## src/rtl/lsu_mem_port.sv

```systemverilog
// Load/store unit: one outstanding access on a req/gnt/rvalid data memory port,
// active-low lane enables, sign/zero-extended loads. Define LSU_MISALIGNED_SPLIT_EN
// to split word-crossing accesses into two beats instead of failing them.
module lsu_mem_port #(
    parameter int DATA_W = 32,
    parameter int ADDR_W = 32
) (
    input  logic                  clk,
    input  logic                  rst,
    input  logic                  req_valid,
    output logic                  req_ready,
    input  logic                  req_write,
    input  logic [1:0]            req_size,
    input  logic                  req_unsigned,
    input  logic [ADDR_W-1:0]     req_addr,
    input  logic [DATA_W-1:0]     req_wdata,
    output logic                  rsp_valid,
    output logic [DATA_W-1:0]     rsp_rdata,
    output logic                  rsp_err,
    output logic                  mem_req,
    input  logic                  mem_gnt,
    output logic                  mem_we,
    output logic [DATA_W/8-1:0]   mem_ben,
    output logic [ADDR_W-1:0]     mem_addr,
    output logic [DATA_W-1:0]     mem_wdata,
    input  logic                  mem_rvalid,
    input  logic [DATA_W-1:0]     mem_rdata
);
    localparam int NB = DATA_W / 8;
    localparam int OFF_W = $clog2(NB);
    localparam int SH_W = $clog2(DATA_W) + 1;
    localparam logic [4:0] NB5 = 5'(NB);

`ifdef LSU_MISALIGNED_SPLIT_EN
    typedef enum logic [2:0] {IDLE, REQ0, WAIT0, REQ1, WAIT1, RESP} state_t;
`else
    typedef enum logic [2:0] {IDLE, REQ0, WAIT0, RESP} state_t;
`endif

    state_t state_reg, state_next;
    logic              we_reg, we_next;
    logic [1:0]        size_reg, size_next;
    logic              uns_reg, uns_next;
    logic [OFF_W-1:0]  off_reg, off_next;
    logic              mem_req_reg, mem_req_next;
    logic              mem_we_reg, mem_we_next;
    logic [NB-1:0]     mem_ben_reg, mem_ben_next;
    logic [ADDR_W-1:0] mem_addr_reg, mem_addr_next;
    logic [DATA_W-1:0] mem_wdata_reg, mem_wdata_next;
    logic              rsp_valid_reg, rsp_valid_next;
    logic              rsp_err_reg, rsp_err_next;
    logic [DATA_W-1:0] rsp_rdata_reg, rsp_rdata_next;

    logic [OFF_W-1:0]  req_off;
    logic [4:0]        req_bytes, req_end;
    logic [SH_W-1:0]   req_sh, lat_sh0, lat_sh1;
    logic [NB-1:0]     ben0;
    logic              req_illegal;

    assign req_off   = req_addr[OFF_W-1:0];
    assign req_bytes = 5'd1 << req_size;
    assign req_end   = 5'(req_off) + req_bytes;
    assign req_sh    = SH_W'({req_off, 3'b000});
    assign lat_sh0   = SH_W'({off_reg, 3'b000});
    assign lat_sh1   = SH_W'(DATA_W) - lat_sh0;

`ifdef LSU_MISALIGNED_SPLIT_EN
    logic [DATA_W-1:0] wdata_reg, wdata_next;
    logic [DATA_W-1:0] beat0_reg, beat0_next;
    logic [4:0]        lat_bytes, lat_end;
    logic [NB-1:0]     ben1;
    assign lat_bytes   = 5'd1 << size_reg;
    assign lat_end     = 5'(off_reg) + lat_bytes;
    assign req_illegal = req_bytes > NB5;
`else
    assign req_illegal = (req_bytes > NB5) || (req_end > NB5);
`endif

    genvar gi;
    generate
        for (gi = 0; gi < NB; gi++) begin : g_lane
            localparam logic [4:0] LANE = 5'(gi);
            assign ben0[gi] = !((LANE >= 5'(req_off)) && (LANE < req_end));
`ifdef LSU_MISALIGNED_SPLIT_EN
            assign ben1[gi] = !(LANE < (lat_end - NB5));
`endif
        end
    endgenerate

    // Bits above the access size are always rebuilt, so stale upper lanes never leak out.
    function automatic logic [DATA_W-1:0] load_result(
        input logic [DATA_W-1:0] b0,
        input logic [DATA_W-1:0] b1,
        input logic [SH_W-1:0]   s0,
        input logic [SH_W-1:0]   s1,
        input logic [1:0]        size,
        input logic              uns
    );
        logic [DATA_W-1:0] raw, ext, sign_bit;
        int nbits;
        nbits    = 8 << size;
        raw      = (b0 >> s0) | (b1 << s1);
        ext      = ~((DATA_W'(1) << nbits) - DATA_W'(1));
        sign_bit = DATA_W'(1) << (nbits - 1);
        if (uns || ((raw & sign_bit) == '0))
            return raw & ~ext;
        return raw | ext;
    endfunction

    always_ff @(posedge clk) begin
        if (rst) begin
            state_reg     <= IDLE;
            we_reg        <= 1'b0;
            size_reg      <= '0;
            uns_reg       <= 1'b0;
            off_reg       <= '0;
            mem_req_reg   <= 1'b0;
            mem_we_reg    <= 1'b0;
            mem_ben_reg   <= '1;
            mem_addr_reg  <= '0;
            mem_wdata_reg <= '0;
            rsp_valid_reg <= 1'b0;
            rsp_err_reg   <= 1'b0;
            rsp_rdata_reg <= '0;
`ifdef LSU_MISALIGNED_SPLIT_EN
            wdata_reg     <= '0;
            beat0_reg     <= '0;
`endif
        end else begin
            state_reg     <= state_next;
            we_reg        <= we_next;
            size_reg      <= size_next;
            uns_reg       <= uns_next;
            off_reg       <= off_next;
            mem_req_reg   <= mem_req_next;
            mem_we_reg    <= mem_we_next;
            mem_ben_reg   <= mem_ben_next;
            mem_addr_reg  <= mem_addr_next;
            mem_wdata_reg <= mem_wdata_next;
            rsp_valid_reg <= rsp_valid_next;
            rsp_err_reg   <= rsp_err_next;
            rsp_rdata_reg <= rsp_rdata_next;
`ifdef LSU_MISALIGNED_SPLIT_EN
            wdata_reg     <= wdata_next;
            beat0_reg     <= beat0_next;
`endif
        end
    end

    always_comb begin
        state_next     = state_reg;
        we_next        = we_reg;
        size_next      = size_reg;
        uns_next       = uns_reg;
        off_next       = off_reg;
        mem_req_next   = mem_req_reg;
        mem_we_next    = mem_we_reg;
        mem_ben_next   = mem_ben_reg;
        mem_addr_next  = mem_addr_reg;
        mem_wdata_next = mem_wdata_reg;
        rsp_valid_next = rsp_valid_reg;
        rsp_err_next   = rsp_err_reg;
        rsp_rdata_next = rsp_rdata_reg;
`ifdef LSU_MISALIGNED_SPLIT_EN
        wdata_next     = wdata_reg;
        beat0_next     = beat0_reg;
`endif
        case (state_reg)
            IDLE: begin
                if (req_valid) begin
                    we_next   = req_write;
                    size_next = req_size;
                    uns_next  = req_unsigned;
                    off_next  = req_off;
`ifdef LSU_MISALIGNED_SPLIT_EN
                    wdata_next = req_wdata;
                    beat0_next = '0;
`endif
                    if (req_illegal) begin
                        state_next     = RESP;
                        rsp_valid_next = 1'b1;
                        rsp_err_next   = 1'b1;
                        rsp_rdata_next = '0;
                    end else begin
                        state_next     = REQ0;
                        mem_req_next   = 1'b1;
                        mem_we_next    = req_write;
                        mem_addr_next  = {req_addr[ADDR_W-1:OFF_W], {OFF_W{1'b0}}};
                        mem_ben_next   = ben0;
                        mem_wdata_next = req_wdata << req_sh;
                    end
                end
            end
            REQ0: begin
                if (mem_gnt) begin
                    mem_req_next = 1'b0;
                    state_next   = WAIT0;
                end
            end
            WAIT0: begin
                if (mem_rvalid) begin
`ifdef LSU_MISALIGNED_SPLIT_EN
                    if (lat_end > NB5) begin
                        beat0_next     = mem_rdata;
                        state_next     = REQ1;
                        mem_req_next   = 1'b1;
                        mem_addr_next  = mem_addr_reg + ADDR_W'(NB);
                        mem_ben_next   = ben1;
                        mem_wdata_next = wdata_reg >> lat_sh1;
                    end else
`endif
                    begin
                        state_next     = RESP;
                        rsp_valid_next = 1'b1;
                        rsp_err_next   = 1'b0;
                        rsp_rdata_next = we_reg ? '0 :
                            load_result(mem_rdata, '0, lat_sh0, lat_sh1, size_reg, uns_reg);
                    end
                end
            end
`ifdef LSU_MISALIGNED_SPLIT_EN
            REQ1: begin
                if (mem_gnt) begin
                    mem_req_next = 1'b0;
                    state_next   = WAIT1;
                end
            end
            WAIT1: begin
                if (mem_rvalid) begin
                    state_next     = RESP;
                    rsp_valid_next = 1'b1;
                    rsp_err_next   = 1'b0;
                    rsp_rdata_next = we_reg ? '0 :
                        load_result(beat0_reg, mem_rdata, lat_sh0, lat_sh1, size_reg, uns_reg);
                end
            end
`endif
            RESP: begin
                state_next     = IDLE;
                rsp_valid_next = 1'b0;
                rsp_err_next   = 1'b0;
            end
            default: state_next = IDLE;
        endcase
    end

    assign req_ready = (state_reg == IDLE);
    assign rsp_valid = rsp_valid_reg;
    assign rsp_err   = rsp_err_reg;
    assign rsp_rdata = rsp_rdata_reg;
    assign mem_req   = mem_req_reg;
    assign mem_we    = mem_we_reg;
    assign mem_ben   = mem_ben_reg;
    assign mem_addr  = mem_addr_reg;
    assign mem_wdata = mem_wdata_reg;

endmodule

```

## config.mk

```make
export PLATFORM = sky130hd
export DESIGN_NAME = lsu_mem_port
export DESIGN_NICKNAME = d
export VERILOG_FILES = /design/src/rtl/lsu_mem_port.sv
export SDC_FILE = /design/constraint.sdc
export NUM_CORES = 1
export LEC_CHECK = 0
export BUFFER_PORTS_ARGS = -buffer_cell sky130_fd_sc_hd__buf_2
export CAP_MARGIN = 25
export CORE_AREA = 3 3 104 116
export DETAILED_ROUTE_END_ITERATION = 12
export DIE_AREA = 0 0 107 119
export PLACE_DENSITY = 0.79
export SLEW_MARGIN = 20
export SYNTH_ARGS = -nofsm -noshare
export SYNTH_HDL_FRONTEND = slang
export SYNTH_SLANG_ARGS = --single-unit
```

## constraint.sdc

```tcl
create_clock -name clk -period 3.3 [get_ports clk]
set_input_delay 0.495 -clock clk [delete_from_list [all_inputs] [get_ports clk]]
set_output_delay 0.495 -clock clk [all_outputs]
set_load 0.02 [all_outputs]
```

* Word level (Yosys, flattened, before mapping)
Cells that the tools add are included.
Cells by class: $add $sub $neg 4, reductions and logical operators 20, shifts and indexed selects 7, mux-type cells 25, magnitude comparators 9, bitwise gates (word level) 7, eq/ne operators 8
Operators with widths (count):
- $mux W32 | 6
- $and A32 B32 Y32 | 2
- $not A32 Y32 | 2
- $or A32 B32 Y32 | 2
- $pmux W32 S2 | 1
- $shl A1 B32 Y32 const A | 2
- $sub A32 B2 Y32 const B | 2
- $logic_not A32 Y1 | 1
- $shl A1 B6 Y32 const A | 1
- $shl A32 B5 Y32 | 1
- $shl A4 B2 Y32 const A | 1
- $shr A32 B5 Y32 | 1
- $reduce_and A4 Y1 | 3
- $gt A5 B3 Y1 const B | 2
- $lt A1 B5 Y1 const A | 2
- $lt A2 B5 Y1 const A | 2
- $mux W1 | 10
- $mux W3 | 3
- $pmux W3 S3 | 1
- $ne A2 B2 Y1 const B | 4
- $eq A3 B2 Y1 const B | 2
- $pmux W1 S3 | 2
- $reduce_and A3 Y1 | 2
- $sub A6 B5 Y6 const A | 1
- other kinds (16) | 24
Storage, ports and cells: flip-flop bits (word level) 111, bits of input ports 105, logic and storage cells 93

* Depth between registers and ports, before layout
depth in word-level cells 13, mapped depth 10

* Worst setup path after synthesis
No wires, ideal clock.
path type input -> register, start point input req_size[1], end point register rsp_rdata_reg[16] (netlist: rsp_rdata[16]), stages on the path 9, data required time 3.240 ns, path slack 0.715 ns, arrival time 2.525 ns, setup time 0.060 ns, path through nor2_1 ha_1 fa_1 nor2_1 inv_1 a211oi_4 o21ba_4 buf_8 a22o_1
Between the ends: word-level cells in the longest chain between the ends 6, elaborated cells on any way between the ends 7
RTL lines:
- start: declaration | RTL line 13 | input logic [1:0] req_size,
- $shl A1 B2 Y5 (*) | RTL line 61 | assign req_bytes = 5'd1 << req_size;
- $add A2 B5 Y5 | RTL line 62 | assign req_end = 5'(req_off) + req_bytes;
- $gt A5 B3 Y1 | RTL line 76 | assign req_illegal = (req_bytes > NB5) || (req_end > NB5);
- $logic_or A1 B1 Y1 (*) | RTL line 76
- $ne A2 B1 Y1 (no line) (*)
- $reduce_and A4 Y1 (no line) (*)
- end signal: assignment | RTL line 142 | rsp_rdata_reg <= rsp_rdata_next;
- end: declaration | RTL line 52 | logic [DATA_W-1:0] rsp_rdata_reg, rsp_rdata_next;
Every way passes the cells marked *; elsewhere a longest branch is shown, timed or not. A chain may end at the register's enable or synchronous reset.

* Worst setup path after layout
start point register size_reg[1], end point register rsp_rdata_reg[18] (netlist: rsp_rdata[18])
Between the ends: word-level cells in the longest chain between the ends 13, elaborated cells on any way between the ends 20
RTL lines:
- start: declaration | RTL line 42 | logic [1:0] size_reg, size_next;
- start signal: assignment | RTL line 132 | size_reg <= size_next;
- $shl A4 B2 Y32 (*) | RTL line 101 | nbits = 8 << size;
- $sub A32 B2 Y32 | RTL line 104 | sign_bit = DATA_W'(1) << (nbits - 1);
- $shl A1 B32 Y32 | RTL line 104
- $and A32 B32 Y32 | RTL line 105 | if (uns || ((raw & sign_bit) == '0))
- $logic_not A32 Y1 | RTL line 105
- $logic_or A1 B1 Y1 | RTL line 105
- $mux W1 | RTL line 105
- $mux W1 | RTL line 201 | if (mem_rvalid) begin
- $mux W1 | RTL line 168 | case (state_reg)
- $mux W32 (*) | RTL line 107 | return raw | ext;
- $mux W32 (*) | RTL line 216 | rsp_rdata_next = we_reg ? '0 :
- $mux W32 (*) | RTL line 201
- $pmux W32 S2 (*) | RTL line 168
Every way passes the cells marked *; elsewhere a longest branch is shown, timed or not. The select of a mux whose other input is x is not followed.

==> impl_metrics.yaml <==
clock_tree:
  clk_latency_ps: 350
  clkTransAtPathRegs_ps: 80
  cts_max_path_buffers: 2
  postCtsSetupBuffers: 0
  cts_buffers: 9
  clkSinkCount: 110
  cts_resized: 0
  cts_tree: "done"
  root_buffer: "clkbuf_16"
  cts.htree.levels: 3
  ctsHoldBuffers: 0
hold_path:
  hp-class: "in -> reg"
  hold_path_depth: 2
  hold_path_end: "mem_req$_SDFFE_PP0P_"
  worstHoldStart: "mem_gnt"
timing:
  period_share: 0.800
  tns_ps: 0
  setup_ws_ps: 658
  drv_slew: 0
  clock-skew-final_ps: 8.67
  rsz0062_at_grt: "false"
  period_minus_slack_ps: 2640
  setup_viol: 0
  hold_viol: 0
  fin_hold_ws_ps: 357
  max_freq_mhz: 379
  max_slew_margin: 0.337
  tightestPinTransition_ps: 994
synthesis:
  ys_warn_count: 0
  ys_types: 63
  yosysTopAreaCellShare: 0.410
  yosysSeqAreaShare: 0.410
  synth.most_common_cell: "nand2_1"
  syn-cell-area_um2: 5370
  synth_area_leader_cell: "dfxtp_1"
  ys.flop_type: "dfxtp_1"
  yosys-top-cells-area: "dfxtp_1, nand2_1, a21oi_1"
  synth_edf_count: 0
  yosys-top-cells-count: "nand2_1, dfxtp_1, a21oi_1, mux2i_1"
  syn_inst: 625
  synth.avg_cell_area_um2: 8.58
  async_flop_share: 0
  synth-seq-cells: 110
floorplanning:
  ios: 210
  fp.dieW_um: 107
  die_h_um: 119
  die_area_um2: 12700
  start_util: 0.489
  fp-row-count: 40
  core_um2: 11000
detailed_routing:
  first_pass_iters: 5
  routed_wl_um: 15200
  drt_iter0_drc: 296
  drc: 0
  routedWlPerCell_um: 16.0
  antenna_left: 0
  vias: 5190
  vias_per_cell: 5.43
setup_path:
  cp-start-kind: "flop"
  crit_arrival_ps: 2930
  r2r_setup_slack_ps: 660
  r2r_start: "size_reg[1]$_SDFFE_PP0P_"
  rr_worst_depth: 7
  worst_r2r_endpoint: "rsp_rdata[18]$_SDFFE_PP0P_"
  path_class: "reg -> reg"
  path_max_fanout: 15
  setup.worst_path.end_class: "flop"
  required_ps: 3580
power_and_ir_drop:
  p_leak_uw: 0.00295
  ir_drop_mv: 0.330
  p_per_area_nw_per_um2: 646
placement:
  pre_cts_ws_ps: 366
  gp_congestion: 0.879
  port_buffers: 207
  hpwl_um: 11300
grt:
  grt_pass1_wl_um: 24500
  grt_overflow: 0
  first_global_vias: 4974
  grt_max_degree: 94
  antenna_found_initial: 1
  grtUsageTotal: 0.233
finish:
  num-nets-final: 919
  n_antenna_cell: 0
  layout-drive-gt1-share: 0.327
  area_growth_pct: 25.2
  fin_util: 0.613
flow_run:
  maxCapViolCount: 0
status:
  outcome: "finished clean"
## worst max-delay path, cell delays in order, from the launching register on
cell,delay (ps)
dfxtp_1,620
or2_1,340
ha_1,270
nor2b_1,150
o32ai_4,280
o31ai_2,140
a2111oi_4,570
a22o_1,210
## worst max path at each step
stage	startpoint	endpoint	slack [ps]	cells after the start
final	size_reg[1]$_SDFFE_PP0P_	rsp_rdata[18]$_SDFFE_PP0P_	660	7
after global routing	size_reg[1]$_SDFFE_PP0P_	rsp_rdata[29]$_SDFFE_PP0P_	440	7
after CTS	size_reg[1]$_SDFFE_PP0P_	rsp_rdata[30]$_SDFFE_PP0P_	660	7
after detailed placement	req_size[1]	rsp_rdata[23]$_SDFFE_PP0P_	370	10
after global placement	req_size[1]	rsp_rdata[23]$_SDFFE_PP0P_	460	10
after floorplan	req_size[1]	rsp_rdata[16]$_SDFFE_PP0P_	710	9
## layout by cell type, fill, tap and decap left out, drive strengths merged, types with 4 or more instances in the layout
cell type and n:
a211o 4, a211oi 10, a21oi 81, a22o 23, buf 215, clkbuf 9
dfxtp 110, ha 10, inv 16, mux2 17, mux2i 35, nand2 136
nand3 11, nor2 23, nor2b 5, nor3 10, o2111ai 7, o211ai 11
o21ai 28, or3 10
## final cells by class
| class | instances | area [um2] |
|---|---|---|
| inverter | 13 | 48.8 |
| multi-input combinational | 454 | 2870 |
| tap | 147 | 184 |
| fill | 978 | 4240 |
| clock inverter | 7 | 80.1 |
| clock buffer | 9 | 225 |
| sequential | 110 | 2200 |
| timing repair buffer | 215 | 1110 |
## logic make-up (layout without fill, tap and decap cells)
logic type                 Yosys count  in the layout  synth area share
other                                1              2          0.000699
adders and majority gates           11             11            0.0271
DFF                                110            110             0.410
AOI/OAI and AO/OA                  177            177             0.225
xor gates and xnor gates             3              3           0.00630
buffers and inverters               62            244            0.0581
muxes                               52             52             0.102
and+or+nand+nor                    209            209             0.170
## power breakdown
part / switching (uW) / leakage [uW] / internal [uW]
Sequential: 122 / 0.000895 / 1510
Combinational: 1030 / 0.00191 / 554
Clock: 529 / 0.000148 / 601
Total: 1680 / 0.00295 / 2660
## per-stage QoR
stage               cell area (um2)  cells  power [uW]
finish                         6720    955        4340
global route                   6720    955        4580
CTS                            6720    955        4360
detailed placement             6410    939        3240
global placement               6410    939        3190
floorplan                      5370    626        2800
## metal layers
metal / vias to the layer above / track usage / wire length [um]
met2: 221 / 0.405 / 7550
met1: 2412 / 0.285 / 6200
met3: 18 / 0.0558 / 1320
met4: 2 / 0.0695 / 160
met5: - / 0 / 18
li1: 2537 / - / -
No activity file was read; power rests on OpenSTA's default activity.
